File: src/rtl/bilin_pkg.sv
// bilin_pkg: shared defaults and FSM encoding for the bilinear line feeder.
// No ports. Build option BILIN_CENTER_EN is consumed by bilin_phase_acc.
package bilin_pkg;
    localparam int PIX_W    = 8;
    localparam int CNT_W    = 12;
    localparam int FRAC_W   = 8;
    localparam int STEP_W   = 16;
    localparam int ONE_FP   = 256;
    localparam int HALF_PIX = ONE_FP / 2;

    typedef enum logic [2:0] {
        ST_IDLE,
        ST_PRIME0,
        ST_PRIME1,
        ST_RUN,
        ST_DRAIN
    } state_t;
endpackage

File: src/rtl/bilin_phase_acc.sv
// bilin_phase_acc: saturating 8.8-style phase accumulator (DDA) with I/F split.
// Ports:
//   clk, rst_n   clock, async active-low reset
//   init         load start phase and latch step (step==0 treated as 1)
//   adv          add latched step, saturating at all-ones
//   step         phase increment, unsigned fixed point
//   int_part     integer part of the phase (source pixel index)
//   frac_part    fractional part of the phase (weight toward right pixel)
// Build option BILIN_CENTER_EN: start phase = max(0, step/2 - half pixel),
// otherwise the start phase is 0 (left-edge alignment).
module bilin_phase_acc #(
    parameter int CNT_W  = bilin_pkg::CNT_W,
    parameter int FRAC_W = bilin_pkg::FRAC_W
) (
    input  logic                          clk,
    input  logic                          rst_n,
    input  logic                          init,
    input  logic                          adv,
    input  logic [bilin_pkg::STEP_W-1:0]  step,
    output logic [CNT_W-1:0]              int_part,
    output logic [FRAC_W-1:0]             frac_part
);
    import bilin_pkg::*;

    localparam int ACC_W = CNT_W + FRAC_W;

    logic [ACC_W-1:0]  acc;
    logic [STEP_W-1:0] step_q;
    logic [STEP_W-1:0] step_eff;
    logic [ACC_W-1:0]  init_val;
    logic [ACC_W:0]    sum;

    assign step_eff = (step == '0) ? STEP_W'(1) : step;

`ifdef BILIN_CENTER_EN
    logic [STEP_W-1:0] step_half;
    assign step_half = step_eff >> 1;
    assign init_val  = (step_half > STEP_W'(HALF_PIX))
                     ? {{(ACC_W-STEP_W){1'b0}}, step_half - STEP_W'(HALF_PIX)}
                     : '0;
`else
    assign init_val = '0;
`endif

    // One spare bit catches the carry so the add can clamp instead of wrapping.
    assign sum = {1'b0, acc} + {{(ACC_W+1-STEP_W){1'b0}}, step_q};

    always_ff @(posedge clk or negedge rst_n) begin
        if (!rst_n) begin
            acc    <= '0;
            step_q <= '0;
        end else if (init) begin
            acc    <= init_val;
            step_q <= step_eff;
        end else if (adv) begin
            acc <= sum[ACC_W] ? '1 : sum[ACC_W-1:0];
        end
    end

    assign int_part  = acc[ACC_W-1:FRAC_W];
    assign frac_part = acc[FRAC_W-1:0];
endmodule

File: src/rtl/bilin_line_feeder.sv
// bilin_line_feeder: feeds one line of pixels to a free-running bilinear
// interpolator as (Din1, Din2, Kremain) triples, stepping a phase accumulator
// for up/down scaling, replicating the right edge and draining the line tail.
// Ports:
//   clk, rst_n                      clock, async active-low reset
//   start                           begin a line, samples cfg_* (ignored while busy)
//   cfg_step, cfg_in_w, cfg_out_w   phase step, input/output line lengths
//   in_valid, in_data, in_ready     input pixel stream
//   out_valid, Din1, Din2, Kremain  output sample (registered, no backpressure)
//   out_last                        final sample of the line
//   busy, done                      line in progress / one-cycle completion pulse
// Build option BILIN_CENTER_EN (inside bilin_phase_acc) selects pixel-centre alignment.
//
// state  | meaning
// IDLE   | waiting for start
// PRIME0 | loading left window pixel
// PRIME1 | loading right window pixel
// RUN    | emitting samples or shifting the window
// DRAIN  | discarding leftover line pixels, then done
module bilin_line_feeder #(
    parameter int PIX_W  = bilin_pkg::PIX_W,
    parameter int CNT_W  = bilin_pkg::CNT_W,
    parameter int FRAC_W = bilin_pkg::FRAC_W
) (
    input  logic                          clk,
    input  logic                          rst_n,
    input  logic                          start,
    input  logic [bilin_pkg::STEP_W-1:0]  cfg_step,
    input  logic [CNT_W-1:0]              cfg_in_w,
    input  logic [CNT_W-1:0]              cfg_out_w,
    input  logic                          in_valid,
    input  logic [PIX_W-1:0]              in_data,
    output logic                          in_ready,
    output logic                          out_valid,
    output logic [PIX_W-1:0]              Din1,
    output logic [PIX_W-1:0]              Din2,
    output logic [FRAC_W-1:0]             Kremain,
    output logic                          out_last,
    output logic                          busy,
    output logic                          done
);
    import bilin_pkg::*;

    state_t            state;
    logic [CNT_W-1:0]  in_w_q;
    logic [CNT_W-1:0]  out_w_q;
    logic [CNT_W-1:0]  in_cnt;
    logic [CNT_W-1:0]  out_cnt;
    logic [CNT_W-1:0]  wi;
    logic [PIX_W-1:0]  p0;
    logic [PIX_W-1:0]  p1;

    logic [CNT_W-1:0]  int_part;
    logic [FRAC_W-1:0] frac_part;
    logic              at_edge;
    logic              need_shift;
    logic              emit;
    logic              take;

    bilin_phase_acc #(
        .CNT_W  (CNT_W),
        .FRAC_W (FRAC_W)
    ) u_phase (
        .clk       (clk),
        .rst_n     (rst_n),
        .init      ((state == ST_IDLE) && start),
        .adv       (emit),
        .step      (cfg_step),
        .int_part  (int_part),
        .frac_part (frac_part)
    );

    // Replicate the last pixel only once the window actually holds it; if the
    // phase jumps past the edge while the window lags, keep shifting first.
    assign at_edge    = (int_part >= (in_w_q - CNT_W'(1)))
                     && (({1'b0, wi} + (CNT_W+1)'(2)) >= {1'b0, in_w_q});
    assign need_shift = !at_edge && (int_part != wi);
    assign emit       = (state == ST_RUN) && !need_shift;
    assign take       = in_valid && in_ready;

    always_comb begin
        in_ready = 1'b0;
        case (state)
            ST_PRIME0, ST_PRIME1: in_ready = 1'b1;
            ST_RUN:               in_ready = need_shift;
            ST_DRAIN:             in_ready = (in_cnt != in_w_q);
            default:              in_ready = 1'b0;
        endcase
    end

    always_ff @(posedge clk or negedge rst_n) begin
        if (!rst_n) begin
            state     <= ST_IDLE;
            in_w_q    <= '0;
            out_w_q   <= '0;
            in_cnt    <= '0;
            out_cnt   <= '0;
            wi        <= '0;
            p0        <= '0;
            p1        <= '0;
            out_valid <= 1'b0;
            Din1      <= '0;
            Din2      <= '0;
            Kremain   <= '0;
            out_last  <= 1'b0;
            busy      <= 1'b0;
            done      <= 1'b0;
        end else begin
            out_valid <= 1'b0;
            out_last  <= 1'b0;
            done      <= 1'b0;
            if (take) in_cnt <= in_cnt + CNT_W'(1);

            case (state)
                ST_IDLE: begin
                    if (start) begin
                        in_w_q  <= cfg_in_w;
                        out_w_q <= cfg_out_w;
                        in_cnt  <= '0;
                        out_cnt <= '0;
                        wi      <= '0;
                        busy    <= 1'b1;
                        state   <= ST_PRIME0;
                    end
                end
                ST_PRIME0: begin
                    if (take) begin
                        p0 <= in_data;
                        wi <= '0;
                        if (in_w_q == CNT_W'(1)) begin
                            p1    <= in_data;
                            state <= ST_RUN;
                        end else begin
                            state <= ST_PRIME1;
                        end
                    end
                end
                ST_PRIME1: begin
                    if (take) begin
                        p1    <= in_data;
                        state <= ST_RUN;
                    end
                end
                ST_RUN: begin
                    if (need_shift) begin
                        if (take) begin
                            p0 <= p1;
                            p1 <= in_data;
                            wi <= wi + CNT_W'(1);
                        end
                    end else begin
                        out_valid <= 1'b1;
                        Din1      <= at_edge ? p1 : p0;
                        Din2      <= p1;
                        Kremain   <= at_edge ? '0 : frac_part;
                        out_cnt   <= out_cnt + CNT_W'(1);
                        if (out_cnt == (out_w_q - CNT_W'(1))) begin
                            out_last <= 1'b1;
                            state    <= ST_DRAIN;
                        end
                    end
                end
                ST_DRAIN: begin
                    if (in_cnt == in_w_q) begin
                        done  <= 1'b1;
                        busy  <= 1'b0;
                        state <= ST_IDLE;
                    end
                end
                default: state <= ST_IDLE;
            endcase
        end
    end
endmodule
File: config.mk
export PLATFORM = sky130hd
export DESIGN_NAME = bilin_line_feeder
export DESIGN_NICKNAME = d
export VERILOG_FILES = /design/src/rtl/bilin_pkg.sv /design/src/rtl/bilin_phase_acc.sv /design/src/rtl/bilin_line_feeder.sv
export SDC_FILE = /design/constraint.sdc
export NUM_CORES = 1
export LEC_CHECK = 0
export CAP_MARGIN = 20
export CORE_MARGIN = 8
export CORE_UTILIZATION = 38
export DETAILED_ROUTE_END_ITERATION = 8
export PLACE_DENSITY = 0.65
export SLEW_MARGIN = 40
export SYNTH_ARGS = -nofsm -noshare
export SYNTH_HDL_FRONTEND = slang
export SYNTH_HIERARCHICAL = 1
export SYNTH_SLANG_ARGS = --single-unit
File: constraint.sdc
create_clock -name clk -period 5.6 [get_ports clk]
set_input_delay 1.12 -clock clk [delete_from_list [all_inputs] [get_ports clk]]
set_output_delay 1.12 -clock clk [all_outputs]
set_load 0.01 [all_outputs]
# After elaboration in Yosys (flattened, before gate mapping)
# Index checks and enable logic that the tools add are counted.
# totals
in_bits	52
latchBits	0
ram_bits	0
mem_count	0
register_bits	143
output_inout_bits	29
mem_bits_ro	0
# classes
n_bitwise	1
n_mux	44
div	0
order_cmp	2
reduce_logical	24
shift	0
add_sub_neg	7
n_mul	0
n_eq_ne	18
# op_table
op	n
$mux W12	8
$mux W8	9
$mux W20	3
$add A12 B1 Y12 const B	3
$pmux W12 S3	1
$eq A12 B12 Y1	2
$ne A12 B12 Y1	2
$pmux W12 S2	1
$pmux W8 S3	1
$sub A12 B1 Y12 const B	2
$add A20 B16 Y21	1
$mux W3	6
$logic_not A16 Y1	1
$mux W16	1
$ne A2 B2 Y1 const B	8
$pmux W8 S2	1
$pmux W3 S5	1
$add A12 B2 Y13 const B	1
$ge A13 B12 Y1	1
$eq A12 B1 Y1 const B	1
$ge A12 B12 Y1	1
$mux W1	10
$reduce_and A4 Y1	2
$reduce_bool A2 Y1	4
16 further kinds	25

# Logic depth before layout (Yosys ltp)
# depth
depth_word	10
ltp_mapped	23

# By module
# The synthesis kept the hierarchy.
# modules_own_cells
mod	area_per_inst_um2	seq_area_each_um2	cells_per_inst	instances
bilin_line_feeder	6302.3	2677.6	695	1
bilin_phase_acc	2391.0	900.9	243	1

# Least setup slack after synthesis
# No wires, ideal clock.
# synth_path
kind	register to output
from	register wi[1]
to	output port in_ready
required_ps	4480
t_arrival_ps	2808
stages_incl_launch_ff	14
setup_slack_ps	1672
path_cell_list	dfrtp_1 -> ha_1 -> nand3_1 -> nor2_1 -> xor2_1 -> ha_1 -> nand2_1 -> nor2_1 -> a211oi_1 -> o21ai_0 -> o31ai_4 -> buf_6 -> a21oi_4 -> o31ai_1
# synth_via
elab_chain_len	6
elab_cells_between_ends	7
# synth_rtl
element	line_no	source
start, declared	bilin_line_feeder.sv:49	logic [CNT_W-1:0] wi;
start signal, assigned	bilin_line_feeder.sv:149	wi <= wi + CNT_W'(1);
$add A12 B2 Y13	bilin_line_feeder.sv:76	&& (({1'b0, wi} + (CNT_W+1)'(2)) >= {1'b0, in_w_q});
$ge A13 B12 Y1	bilin_line_feeder.sv:76	
$logic_and A1 B1 Y1	bilin_line_feeder.sv:76	
$logic_not A1 Y1	bilin_line_feeder.sv:77	assign need_shift = !at_edge && (int_part != wi);
$logic_and A1 B1 Y1 (*)	bilin_line_feeder.sv:77	
$pmux W1 S3 (*)	bilin_line_feeder.sv:83	case (state)
end, declared	bilin_line_feeder.sv:33	output logic in_ready,
# Every way passes the cells marked *; elsewhere a longest branch is shown, timed or not.

# Worst setup path after layout
# layout_path
from	register wi[2]
to	output port in_ready
# The elaborated chain is that of the path after synthesis.

==> results by group <==
Status
  • Outcome: finished clean

Power
  • Largest vdd supply drop: 0.1613 mV
  • Leak: 0.004661 uW
  • Design Power: 2537 uW
  • Pwr dens: 247.4 nW/um2

Floorplan
  • Chip height: 167.3 um
  • Chip width: 167.3 um
  • I/O pins: 81
  • Core area: 22,570 um2
  • DIE AREA: 27,970 um2
  • Rows: 55
  • Starting Density: 38.51%

Logic synthesis
  • Leading area contributor after synthesis: dfrtp_1
  • Number of synthesized register bits: 143
  • Synth warn: 6
  • Mapped Nets: 1,038
  • Top post-synthesis cells by area: dfrtp_1, ha_1, nand2_1
  • Avg Synthesized Cell Area: 9.268 um2
  • Cells after Synth: 938
  • Count of cell types in the netlist: 76
  • Sequential-to-total area share from yosys stat: 41.16%
  • Netlist Area Pre-Place: 8693 um2
  • Share of the synthesized area in the top cell type: 41.16%
  • Post-synth EDFFs: 0
  • Predominant post-synthesis flop cell: dfrtp_1
  • Share of flip-flops with an asynchronous set or reset: 100.0%

Clocking
  • Clock transition at the registers of the reported paths: 0.06 ns
  • Setup bufs post-CTS: 0
  • # clock sinks: 143
  • H-tree Lvls: 4
  • TritonCTS clock tree: done
  • Bufs on Longest Clock Path: 2
  • Root buf cell: clkbuf_16
  • Post-cts resize count: 0
  • Clock Latency Late Sink: 0.43 ns
  • Hold-fix buffer count after cts: 0
  • TritonCTS Buffers: 17

Setup path
  • Critical Path Max Stage Delay: 0.50 ns
  • CP Capture Point: in_ready
  • Nature of the critical path startpoint: flop
  • Worst EP arrival: 3.85 ns
  • Crit Reg-Reg Startpoint: wi[2]
  • Critical-path cell list: ha_1 > nand3_1 > nor2_1 > nand3_1 > xnor2_1 > ha_1 > nand3_1 > a2111oi_4 > o31ai_4 > a21oi_4 > o31ai_1 > clkdlybuf4s50_1
  • Reg-to-Reg End: u_phase/acc[17]
  • CP max FO: 8
  • Crit path kind: flop to output port
  • Critical path capture point type: output port
  • Worst R2R Path Depth: 18
  • Reg2reg setup slack: 1.15 ns
  • Crit path required time: 4.48 ns
  • CP dominant cell by count: nand3_1
  • Slowest-stage cell, CP: clkdlybuf4s50_1
  • Critical path origin: wi[2]

Drt
  • Vias: 6,906
  • WL final: 20,750 um
  • Vias/cell: 5.316
  • Post-route DRC: 0
  • Router iterations before antenna repair: 5
  • Wire per inst: 15.97 um
  • Antenna Violating Nets Remaining: 0
  • Initial drt markers: 418

Hold path
  • Worst Hold Class: flop to flop

Global routing
  • Tot GR Track Use: 15.49%
  • Largest net degree at the start of global routing: 59
  • Initial antenna violation count: 0
  • Global route overflow: 0
  • Vias in the first global route: 6,971
  • First-pass GRT wire length: 35,790 um

Final layout
  • Diode count: 0
  • P&R area growth vs syn: 17.99%
  • Final #Nets: 1,101
  • Layout cells sized above 1: 9.467%
  • Final std cells w/o fill: 1,299
  • Util after Layout: 45.44%
  • Commonest non-fill, non-tap cells in the layout: nand2_1, dfrtp_1, clkdlybuf4s50_1, nor2_1, xnor2_1
  • Final instance area: 10,260 um2
  • Filler cell count: 2,193
  • Most common cell after layout, fill and taps aside: nand2_1

STA
  • Final setup violation count: 0
  • Worst Tran Pin Value: 0.7275 ns
  • Slew margin rel.: 51.50%
  • Layout Skew: 0.01082 ns
  • Max Freq: 201.0 MHz
  • Period utilization: 88.83%
  • Fin. Hold Viols: 0
  • Setup Total Neg Slack: 0 ns
  • RSZ-0062 raised after global routing: no
  • Slew Viols, Final: 0
  • Fin crit period: 4.974 ns

Placed design
  • Port Buffers: 80
  • Placed Area: 9704 um2
  • GP Congestion: 0.8817
  • HPWL after detailed placement: 15,240 um
  • Placed cell count: 1,267

Flow run
  • Max Cap Viol: 0
cell families (layout without fill, tap and decap cells):
logic type	Yosys count	after routing	share of synthesized area, %
xor+xnor	82	82	8.261
compound gates	180	180	14.22
mux	47	47	5.757
buf+inv	76	152	3.943
flops	143	143	41.16
fa+ha+maj	48	48	6.995
simple gates	362	362	19.66
Yosys cell counts, types with 3 or more instances:
master and n:
nand2_1 152, dfrtp_1 143, nor2_1 74, xnor2_1 50, ha_1 47, a21oi_1 42, nand3_1 41, o21ai_0 36
xor2_1 32, inv_1 31, clkbuf_1 26, mux2_2 24, mux2i_1 23, a211oi_1 19, nand4_1 16, nor3_1 16
o21ai_1 14, and3_1 11, buf_2 10, a21o_1 9, nor4_1 9, a31oi_1 8, and2_1 8, o22a_1 7
buf_6 6, o31ai_1 4, or4_1 4, a211o_1 3, a211oi_2 3, nand2_2 3, nand2b_1 3, nor3b_1 3
o211ai_1 3, o311ai_0 3, or2_2 3
how the worst min path moves through the flow:
stage | to | cells after the start | slack (ns) | start
2_1_floorplan | p0[0] | 2 | 0.46 | p0[0]
3_3_place_gp | Kremain[4] | 2 | 0.46 | Kremain[4]
3_5_place_dp | Kremain[4] | 2 | 0.46 | Kremain[4]
4_1_cts | Kremain[4] | 2 | 0.47 | Kremain[4]
5_1_grt | Din2[0] | 2 | 0.50 | Din2[0]
6_report | Kremain[4] | 2 | 0.47 | Kremain[4]
cell type report:
cell class	count	area (um2)	share of cell area [%]
Clock inverter	15	127.6	1.244
Multi-Input combinational cell	719	4772	46.52
Clock buffer	17	425.4	4.147
Tap cell	285	356.6	3.476
Sequential cell	143	3578	34.89
Timing Repair Buffer	88	874.6	8.527
Inverter	32	122.6	1.195
per-stage QoR:
step | worst slack [ns] | hold WS, ns
after floorplan | 1.672 | 0.4553
after CTS | 0.6164 | 0.4705
final | 0.6256 | 0.4668
after global routing | 0.3382 | 0.5001
after detailed placement | 1.067 | 0.4566
after global placement | 1.119 | 0.4585
sequential cells by signal, summed over array words and instances, names as in the netlist, 3 cells and up:
signal / cells
u_phase/step_q: 16
p1: 8
state: 3
Din2: 8
in_w_q: 12
Kremain: 8
in_cnt: 12
p0: 8
u_phase/acc: 20
out_cnt: 12
out_w_q: 12
Din1: 8
wi: 12
metal layers:
layer	global-route usage, %	wire length (um)
met1	20.34	9990
met2	25.33	9671
met3	3.221	729
met4	4.658	359
met5	0	0
worst max-delay path: cells and delay by family, from the launching register on:
family | cells | cell delay (ns)
xor+xnor | 1 | 0.15
flops | 1 | 0.46
compound gates | 4 | 1.03
simple gates | 4 | 0.72
buf+inv | 1 | 0.50
fa+ha+maj | 2 | 0.57
power by group:
group / internal [uW] / switching, uW / total, uW
Clock: 580 / 495 / 1080
Sequential: 1090 / 80.2 / 1170
Combinational: 150 / 145 / 295
Total: 1820 / 721 / 2540
(Power assumes the default switching activity.)
